## config.mk

```make
export PLATFORM = sky130hd
export DESIGN_NAME = seq_detector_param_flat
export DESIGN_NICKNAME = d
export VERILOG_FILES = /design/src/rtl/seq_det_pkg.sv /design/src/rtl/seq_detector_param_if.sv /design/src/rtl/seq_det_sat_counter.sv /design/src/rtl/seq_detector_param.sv /design/src/flat_wrapper.sv
export SDC_FILE = /design/constraint.sdc
export NUM_CORES = 1
export LEC_CHECK = 0
export BUFFER_PORTS_ARGS = -buffer_cell sky130_fd_sc_hd__buf_4
export CORE_MARGIN = 2
export CORE_UTILIZATION = 35
export CTS_CLUSTER_DIAMETER = 150
export DETAILED_ROUTE_END_ITERATION = 6
export HOLD_SLACK_MARGIN = 0.1
export SLEW_MARGIN = 20
export SYNTH_ARGS = -nofsm -noshare
export SYNTH_HDL_FRONTEND = slang
export SYNTH_SLANG_ARGS = --single-unit
```

## constraint.sdc

```tcl
create_clock -name clk -period 3.8 [get_ports clk]
set_input_delay 0.76 -clock clk [delete_from_list [all_inputs] [get_ports clk]]
set_output_delay 0.76 -clock clk [all_outputs]
set_load 0.01 [all_outputs]
```

## src/rtl/seq_det_pkg.sv

```systemverilog
// Shared types and helpers for the runtime-programmable serial pattern detector.
// The optional match counter is enabled by defining SEQ_DET_COUNT_EN.
package seq_det_pkg;

    localparam int unsigned SEQ_DET_MAX_LEN = 8;
    localparam int unsigned SEQ_DET_CNT_W   = 16;
    localparam int unsigned SEQ_DET_MASK_W  = 64;

    typedef enum logic [1:0] {
        IDLE  = 2'd0,
        FILL  = 2'd1,
        ARMED = 2'd2
    } seq_det_state_e;

    // Mask with the low 'len' bits set; callers cast it down to their pattern width.
    function automatic logic [SEQ_DET_MASK_W-1:0] len_mask(input int unsigned len);
        if (len >= SEQ_DET_MASK_W) begin
            return '1;
        end
        return (SEQ_DET_MASK_W'(1) << len) - SEQ_DET_MASK_W'(1);
    endfunction

endpackage

```

## src/rtl/seq_detector_param_if.sv

```systemverilog
// Serial stream, configuration and result signals of the pattern detector.
// master drives stream/config (monitor side); slave is the detector.
interface seq_detector_param_if
    import seq_det_pkg::*;
#(
    parameter int unsigned MAX_LEN = SEQ_DET_MAX_LEN,
    parameter int unsigned CNT_W   = SEQ_DET_CNT_W
);
    localparam int unsigned LEN_W = $clog2(MAX_LEN + 1);

    logic               in;
    logic               in_valid;
    logic               cfg_load;
    logic [MAX_LEN-1:0] pattern;
    logic [LEN_W-1:0]   pat_len;
    logic               overlap_en;
    logic               clr_count;
    logic               detected;
    logic [CNT_W-1:0]   match_count;

    modport master (
        output in, in_valid, cfg_load, pattern, pat_len, overlap_en, clr_count,
        input  detected, match_count
    );

    modport slave (
        input  in, in_valid, cfg_load, pattern, pat_len, overlap_en, clr_count,
        output detected, match_count
    );

endinterface

```

## src/rtl/seq_det_sat_counter.sv

```systemverilog
// Saturating up-counter with synchronous clear; clear has priority over increment.
module seq_det_sat_counter #(
    parameter int unsigned W = 16
) (
    input  logic         clk,
    input  logic         rst,
    input  logic         clr_i,
    input  logic         inc_i,
    output logic [W-1:0] count_o
);

    logic [W-1:0] count_q;
    logic [W-1:0] count_d;

    always_comb begin
        count_d = count_q;
        if (clr_i) begin
            count_d = '0;
        end else if (inc_i && (count_q != '1)) begin
            count_d = count_q + W'(1);
        end
    end

    always_ff @(posedge clk or posedge rst) begin
        if (rst) begin
            count_q <= '0;
        end else begin
            count_q <= count_d;
        end
    end

    assign count_o = count_q;

endmodule

```

## src/rtl/seq_detector_param.sv

```systemverilog
// Runtime-programmable serial pattern detector with overlap control and gapped input.
// Define SEQ_DET_COUNT_EN to build the saturating match counter; otherwise match_count is 0.
module seq_detector_param
    import seq_det_pkg::*;
#(
    parameter int unsigned MAX_LEN = SEQ_DET_MAX_LEN,
    parameter int unsigned CNT_W   = SEQ_DET_CNT_W
) (
    input  logic                clk,
    input  logic                rst,
    seq_detector_param_if.slave bus
);

    localparam int unsigned LEN_W = $clog2(MAX_LEN + 1);

    logic [MAX_LEN-1:0] cfg_pat_q, cfg_pat_d;
    logic [LEN_W-1:0]   cfg_len_q, cfg_len_d;
    logic               cfg_ovl_q, cfg_ovl_d;
    logic [MAX_LEN-1:0] hist_q, hist_d;
    logic [LEN_W-1:0]   fill_q, fill_d;
    seq_det_state_e     state_q, state_d;
    logic               detected_q;

    logic               accept_c;
    logic               match_c;
    logic [MAX_LEN-1:0] mask_c;

    assign accept_c = bus.in_valid && !bus.cfg_load;
    assign mask_c   = MAX_LEN'(len_mask(32'(cfg_len_q)));

    // Next config/history/fill; a match compares the post-shift history under the length mask.
    always_comb begin
        cfg_pat_d = cfg_pat_q;
        cfg_len_d = cfg_len_q;
        cfg_ovl_d = cfg_ovl_q;
        hist_d    = hist_q;
        fill_d    = fill_q;
        match_c   = 1'b0;

        if (bus.cfg_load) begin
            cfg_pat_d = bus.pattern;
            cfg_len_d = (bus.pat_len > LEN_W'(MAX_LEN)) ? LEN_W'(MAX_LEN) : bus.pat_len;
            cfg_ovl_d = bus.overlap_en;
            hist_d    = '0;
            fill_d    = '0;
        end else if (accept_c) begin
            hist_d = {hist_q[MAX_LEN-2:0], bus.in};
            if (fill_q != LEN_W'(MAX_LEN)) begin
                fill_d = fill_q + LEN_W'(1);
            end
            if ((state_q != IDLE) && (fill_d >= cfg_len_q) &&
                (((hist_d ^ cfg_pat_q) & mask_c) == '0)) begin
                match_c = 1'b1;
                // Non-overlap mode demands a full fresh pattern before the next hit.
                if (!cfg_ovl_q) begin
                    fill_d = '0;
                end
            end
        end

        if (cfg_len_d == '0) begin
            state_d = IDLE;
        end else if (fill_d < cfg_len_d) begin
            state_d = FILL;
        end else begin
            state_d = ARMED;
        end
    end

    always_ff @(posedge clk or posedge rst) begin
        if (rst) begin
            cfg_pat_q  <= '0;
            cfg_len_q  <= '0;
            cfg_ovl_q  <= 1'b1;
            hist_q     <= '0;
            fill_q     <= '0;
            state_q    <= IDLE;
            detected_q <= 1'b0;
        end else begin
            cfg_pat_q  <= cfg_pat_d;
            cfg_len_q  <= cfg_len_d;
            cfg_ovl_q  <= cfg_ovl_d;
            hist_q     <= hist_d;
            fill_q     <= fill_d;
            state_q    <= state_d;
            detected_q <= match_c;
        end
    end

    assign bus.detected = detected_q;

`ifdef SEQ_DET_COUNT_EN
    logic [CNT_W-1:0] count_w;

    seq_det_sat_counter #(
        .W (CNT_W)
    ) u_cnt (
        .clk     (clk),
        .rst     (rst),
        .clr_i   (bus.clr_count),
        .inc_i   (match_c),
        .count_o (count_w)
    );

    assign bus.match_count = count_w;
`else
    assign bus.match_count = '0;
`endif

endmodule

```

## src/flat_wrapper.sv

```systemverilog
// flat-port wrapper written by rule: the top's interface ports become plain ports
module seq_detector_param_flat import seq_det_pkg::*;
#(
    parameter int unsigned MAX_LEN = SEQ_DET_MAX_LEN,
    parameter int unsigned CNT_W   = SEQ_DET_CNT_W
)
  (clk, rst, bus_in, bus_in_valid, bus_cfg_load, bus_pattern, bus_pat_len, bus_overlap_en, bus_clr_count, bus_detected, bus_match_count);
  seq_detector_param_if #(.MAX_LEN(MAX_LEN), .CNT_W(CNT_W)) bus_i ();
  input  logic clk;
  input  logic rst;
  input wire logic [$bits(bus_i.in)-1:0] bus_in;
  input wire logic [$bits(bus_i.in_valid)-1:0] bus_in_valid;
  input wire logic [$bits(bus_i.cfg_load)-1:0] bus_cfg_load;
  input wire logic [$bits(bus_i.pattern)-1:0] bus_pattern;
  input wire logic [$bits(bus_i.pat_len)-1:0] bus_pat_len;
  input wire logic [$bits(bus_i.overlap_en)-1:0] bus_overlap_en;
  input wire logic [$bits(bus_i.clr_count)-1:0] bus_clr_count;
  output wire logic [$bits(bus_i.detected)-1:0] bus_detected;
  output wire logic [$bits(bus_i.match_count)-1:0] bus_match_count;
  assign bus_i.in = bus_in;
  assign bus_i.in_valid = bus_in_valid;
  assign bus_i.cfg_load = bus_cfg_load;
  assign bus_i.pattern = bus_pattern;
  assign bus_i.pat_len = bus_pat_len;
  assign bus_i.overlap_en = bus_overlap_en;
  assign bus_i.clr_count = bus_clr_count;
  assign bus_detected = bus_i.detected;
  assign bus_match_count = bus_i.match_count;
  seq_detector_param #(.MAX_LEN(MAX_LEN), .CNT_W(CNT_W)) u_core (.clk(clk), .rst(rst), .bus(bus_i));
endmodule
```

## Yosys cells after proc, flatten, opt, wreduce, memory -nomap -nowiden

Cells that the tools add are included.

- Bits in latches: 0
- Memory bits (read-only): 0
- Flip-flop bits (word level): 27
- Memories kept: 0
- Bits in writable memories: 0
- Bits of input ports: 19

- Shift operators: 1
- Muxes and demuxes: 16
- Order comparisons: 3
- Bitwise logic cells: 2
- Div/mod/pow operators: 0
- Multipliers: 0
- Reductions and logical operators: 8
- Equality and inequality tests: 1
- $add $sub $neg: 2

Operators with widths:

| cell | count |
|---|---|
| $mux W4 | 9 |
| $mux W7 | 2 |
| $and A8 B8 Y8 | 1 |
| $logic_not A8 Y1 | 1 |
| $shl A1 B4 Y8 const A | 1 |
| $sub A8 B2 Y8 const B | 1 |
| $xor A8 B8 Y8 | 1 |
| $add A4 B1 Y4 const B | 1 |
| $ge A4 B4 Y1 | 1 |
| $gt A4 B4 Y1 const B | 1 |
| $logic_not A4 Y1 | 1 |
| $lt A4 B4 Y1 | 1 |
| $mux W2 | 2 |
| $ne A4 B4 Y1 const B | 1 |
| $reduce_bool A2 Y1 | 2 |
| $logic_and A1 B1 Y1 | 3 |
| $mux W1 | 3 |
| $logic_not A1 Y1 | 1 |

## Logic depth before layout (Yosys ltp)

- Depth in word-level cells: 13
- Gate-level depth with buffers: 18
- Depth with buffers taken out: 18

## Worst setup path before layout

No wires, ideal clock.

- Kind: register to register
- Start point: register u_core.cfg_len_q[2]
- End point: register u_core.state_q[1]
- Arrival: 3.619 ns
- Data required time: 3.734 ns
- Stages on the path, launching flop included: 15
- Clock period less this slack: 3.684 ns
- Setup slack: 0.116 ns
- Cells stage by stage: dfrtp_1 -> buf_6 -> or4_4 -> ha_1 -> nor4b_1 -> a211oi_1 -> o32ai_1 -> nor4_4 -> a2111oi_0 -> ha_1 -> nand3_1 -> or2_2 -> o311a_1 -> a41oi_2 -> and2_1

- Word-level cells in the longest chain between the ends: 11

Ends and longest elaborated chain:

| item | line | source |
|---|---|---|
| start: declaration | seq_detector_param.sv:17 | `logic [LEN_W-1:0] cfg_len_q, cfg_len_d;` |
| start signal: assignment | seq_detector_param.sv:81 | `cfg_len_q <= cfg_len_d;` |
| $shl A1 B4 Y8 | seq_det_pkg.sv:20 | `return (SEQ_DET_MASK_W'(1) << len) - SEQ_DET_MASK_W'(1);` |
| $sub A8 B2 Y8 | seq_det_pkg.sv:20 |  |
| $and A8 B8 Y8 | seq_detector_param.sv:52 | `(((hist_d ^ cfg_pat_q) & mask_c) == '0)) begin` |
| $logic_not A8 Y1 | seq_detector_param.sv:52 |  |
| $logic_and A1 B1 Y1 * | seq_detector_param.sv:51 | `if ((state_q != IDLE) && (fill_d >= cfg_len_q) &&` |
| $mux W4 * | seq_detector_param.sv:51 |  |
| $mux W4 * | seq_detector_param.sv:46 | `end else if (accept_c) begin` |
| $mux W4 * | seq_detector_param.sv:40 | `if (bus.cfg_load) begin` |
| via u_core.fill_d[3] | seq_detector_param.sv:20 | `logic [LEN_W-1:0] fill_q, fill_d;` |
| $lt A4 B4 Y1 * | seq_detector_param.sv:63 | `end else if (fill_d < cfg_len_d) begin` |
| $mux W2 * | seq_detector_param.sv:63 |  |
| $mux W2 * | seq_detector_param.sv:61 | `if (cfg_len_d == '0) begin` |
| via u_core.state_d[1] | seq_detector_param.sv:21 | `seq_det_state_e state_q, state_d;` |
| end signal: assignment | seq_detector_param.sv:85 | `state_q <= state_d;` |
| end: declaration | seq_detector_param.sv:21 |  |

Mark *: on every way through the listed nets, which the timed path passes. The rest lies on a longest branch.
A chain may end at the register's enable or synchronous reset.

## Worst setup path in the final report

Same ends and word-level chain as after synthesis.

==> flow_summary.ini <==
[outcome]
status = completed

[floorplanning]
die_w_um = 74.5
rows = 25
start_util = 0.366
die_area_sq_um = 5560
pin_count = 36
core-area_sq_um = 4750
die_y_um = 74.5

[power_and_ir_drop]
intPower_mw = 0.474
peakVddDrop_mv = 0.220
pwr-share-clk = 0.244
finalPower_mw = 0.679
powerDensity_nw_per_um2 = 331
p_switching_mw = 0.206
p_leak_nw = 0.957
combPwrFrac = 0.280
pwr-share-seq = 0.476
switching_share = 0.303

[timing]
setup_tns_ns = 0
fin_crit_sh = 0.959
slew_headroom = 0.614
final_max_slew_viol_count = 0
final-hold-violation-count = 0
fin_crit_ns = 3.64
fin_skew_ns = 0.00623
fmax_mhz = 274
finalSetupViolCount = 0
worst_pin_slew_ns = 0.579

[cts]
cts.sinks = 27
cts_buffers = 3
cts_buffer_depth = 2
cts_tree = built
worstSkewPairLatency_ns = 0.27
cts-root-buf = clkbuf_8
h-tree-depth = 1
clkTransAtPathRegs_ns = 0.09

[synth]
synth.area.top_cells = dfrtp_1 37%, ha_1 7.2%, buf_4 6.9%, mux2i_1 5.2%, mux2_2 5.2%
yosys.area.top_type = dfrtp_1
ys_seq_elements = 27
postSynthAreaPerCell_sq_um = 10.0
ys_warn_count = 0
seq_area_frac_synth = 0.389
syn_inst = 174
syn-cell-area_sq_um = 1740
synth_cell_type_count = 44
synth_top_area_share = 0.374

[setup_path]
worst-setup-path-type = reg -> reg
critPathRequiredTime_ns = 3.97
cp-start-kind = flop
endpoint_kind = flop
cp_max_fo = 5
critPathArrivalTime_ns = 3.81

[place]
port_buffers = 18
gp_congestion = 0.781
dp_hpwl_um = 2420

[detailed_routing]
vias = 1240
drt-initial-drc-count = 31
routed_wirelength_um = 3280
detail-route-antenna-nets = 0
wire_per_inst_um = 12.4
route.detailed.drc = 0
viasPerCell = 4.68
drtPass1Iterations = 4

[global_route]
overflow = 0
first_global_vias = 1169
grt_max_degree = 31
antenna_found_initial = 0
grt_pass1_wl_um = 5500
track_usage = 0.130

[worst_hold_path]
hp-class = reg -> reg

[layout]
antenna_cells = 0
fillers = 479
drive_gt1_frac = 0.303
fin_nets = 228
area_growth_pct = 17.9

[job]
maxCapViolCount = 0
state kept, by name (all words and copies together) (netlist names):
register,cells
u_core.cfg_ovl_q,1
u_core.cfg_len_q,4
u_core.state_q,2
u_core.bus.detected,1
u_core.cfg_pat_q,8
u_core.fill_q,4
u_core.hist_q,7
layer usage:
metal | vias to the layer above | wire length [um] | track usage
li1 | 619 | - | -
met1 | 584 | 1520 | 0.180
met2 | 33 | 1550 | 0.196
met3 | 4 | 160 | 0.0257
met4 | 0 | 52 | 0.0575
met5 | - | 0 | 0
worst paths after layout:
kind	start	slack (ns)	cells past startpoint	to
max in group asynchronous	rst	2.88	2	u_core.cfg_ovl_q$_DFFE_PP1P_
setup reg to reg	u_core.cfg_len_q[2]$_DFF_PP0_	0.16	15	u_core.state_q[1]$_DFF_PP0_
hold / removal	u_core.cfg_ovl_q$_DFFE_PP1P_	0.53	2	u_core.cfg_ovl_q$_DFFE_PP1P_
setup / recovery	u_core.cfg_len_q[2]$_DFF_PP0_	0.16	15	u_core.state_q[1]$_DFF_PP0_
min in group asynchronous	rst	0.54	2	u_core.cfg_len_q[1]$_DFF_PP0_
hold reg to reg	u_core.cfg_ovl_q$_DFFE_PP1P_	0.53	2	u_core.cfg_ovl_q$_DFFE_PP1P_
stage by stage:
stage                     cell area (sq um)  cells  utilization  setup slack (ns)  hold slack [ns]
final                                  2050    265        0.432             0.155            0.532
after global routing                   2050    265        0.432         -0.000139            0.559
after CTS                              2000    265        0.420            0.0434            0.535
after detailed placement               1920    259        0.404            0.0333            0.518
after global placement                 1920    259        0.404           0.00376            0.512
after floorplan                        1800    189            -             0.116            0.483
cells in the mapped netlist:
master     count
o32ai_1        1
a41oi_2        1
clkbuf_1       2
a211o_2        1
o21bai_1       1
nand3b_1       1
nor3_1         2
xor2_1         4
and2b_2        1
or4_4          1
and2_2         1
a21o_2         2
o311a_1        1
dfstp_2        1
mux2i_1        9
a31oi_1        2
nor2_1        13
o21ai_0        7
buf_1          3
nor4b_1        2
or2_2          1
buf_6          1
a221oi_2       1
nand2_1        9
dfrtp_1       26
inv_1         13
o21a_1         3
nor4_4         1
a21oi_1        5
a2111oi_0      1
o22ai_1        2
o2111ai_1      1
conb_1         1
mux2_2         8
a21o_1         1
a211oi_1       2
and2_1         1
xnor2_1        8
ha_1          10
nand4_1        1
buf_4         16
nand2b_1       1
and3_2         1
nand3_1        4
layout make-up:
| type | instances | area, sq um | share of cell area |
|---|---|---|---|
| well taps | 67 | 83.8 | 0.0408 |
| flip-flops and latches | 27 | 677 | 0.330 |
| clock buffers | 3 | 41.3 | 0.0201 |
| repair buffers | 27 | 203 | 0.0987 |
| clock inverters | 1 | 5.00 | 0.00244 |
| inverters | 13 | 48.8 | 0.0238 |
| multi-input cells | 127 | 995 | 0.484 |
worst max-delay path, stage by stage (launching register included):
cell	delay, ns
dfrtp_1	0.39
or4_4	0.57
ha_4	0.19
buf_4	0.15
and3_2	0.20
a211oi_2	0.17
o32ai_2	0.13
nor4_4	0.26
buf_4	0.19
o21ai_0	0.15
ha_1	0.32
a21o_1	0.16
a21oi_1	0.22
o311a_1	0.23
a41oi_2	0.05
and2_1	0.18
layout by cell type, fill, tap and decap left out, drive strengths merged, types with 2 or more instances in the layout:
cell type / synthesis / routed
buf: 20 / 27
dfrtp: 26 / 26
conb: 1 / 16
nor2: 13 / 13
inv: 13 / 13
ha: 10 / 10
mux2i: 9 / 9
nand2: 9 / 9
mux2: 8 / 8
xnor2: 8 / 8
o21ai: 7 / 7
a21oi: 5 / 5
nand3: 4 / 4
xor2: 4 / 4
o21a: 3 / 3
clkbuf: 2 / 3
a21o: 3 / 3
nor3: 2 / 2
a31oi: 2 / 2
o22ai: 2 / 2
nor4b: 2 / 2
a211oi: 2 / 2
and2: 2 / 2
power groups by stage:
stage	combinational [mW]	sequential, mW	clock [mW]
3_5_place_dp	0.172	0.329	0
4_1_cts	0.179	0.324	0.172
3_3_place_gp	0.170	0.329	0
2_1_floorplan	0.137	0.328	0
6_report	0.190	0.323	0.166
5_1_grt	0.212	0.327	0.184
timing repair:
item / in CTS / in global routing
endpoints found under the setup margin: 2 / 2
pin swaps: 1 / 2
hold buffers: 0 / 0
gates resized for setup: 3 / 10
setup buffers: 2 / 0
kinds of logic after synthesis:
| logic type | Yosys count | synth area share |
|---|---|---|
| AO/OA/AOI/OAI | 32 | 0.134 |
| XOR/XNOR | 12 | 0.0603 |
| adder cells (fa/ha/maj) | 10 | 0.0718 |
| buffers and inverters | 35 | 0.114 |
| flip-flops | 27 | 0.389 |
| multiplexers | 17 | 0.103 |
| other | 1 | 0.00215 |
| AND/OR/NAND/NOR | 40 | 0.126 |
(Power assumes the default switching activity.)
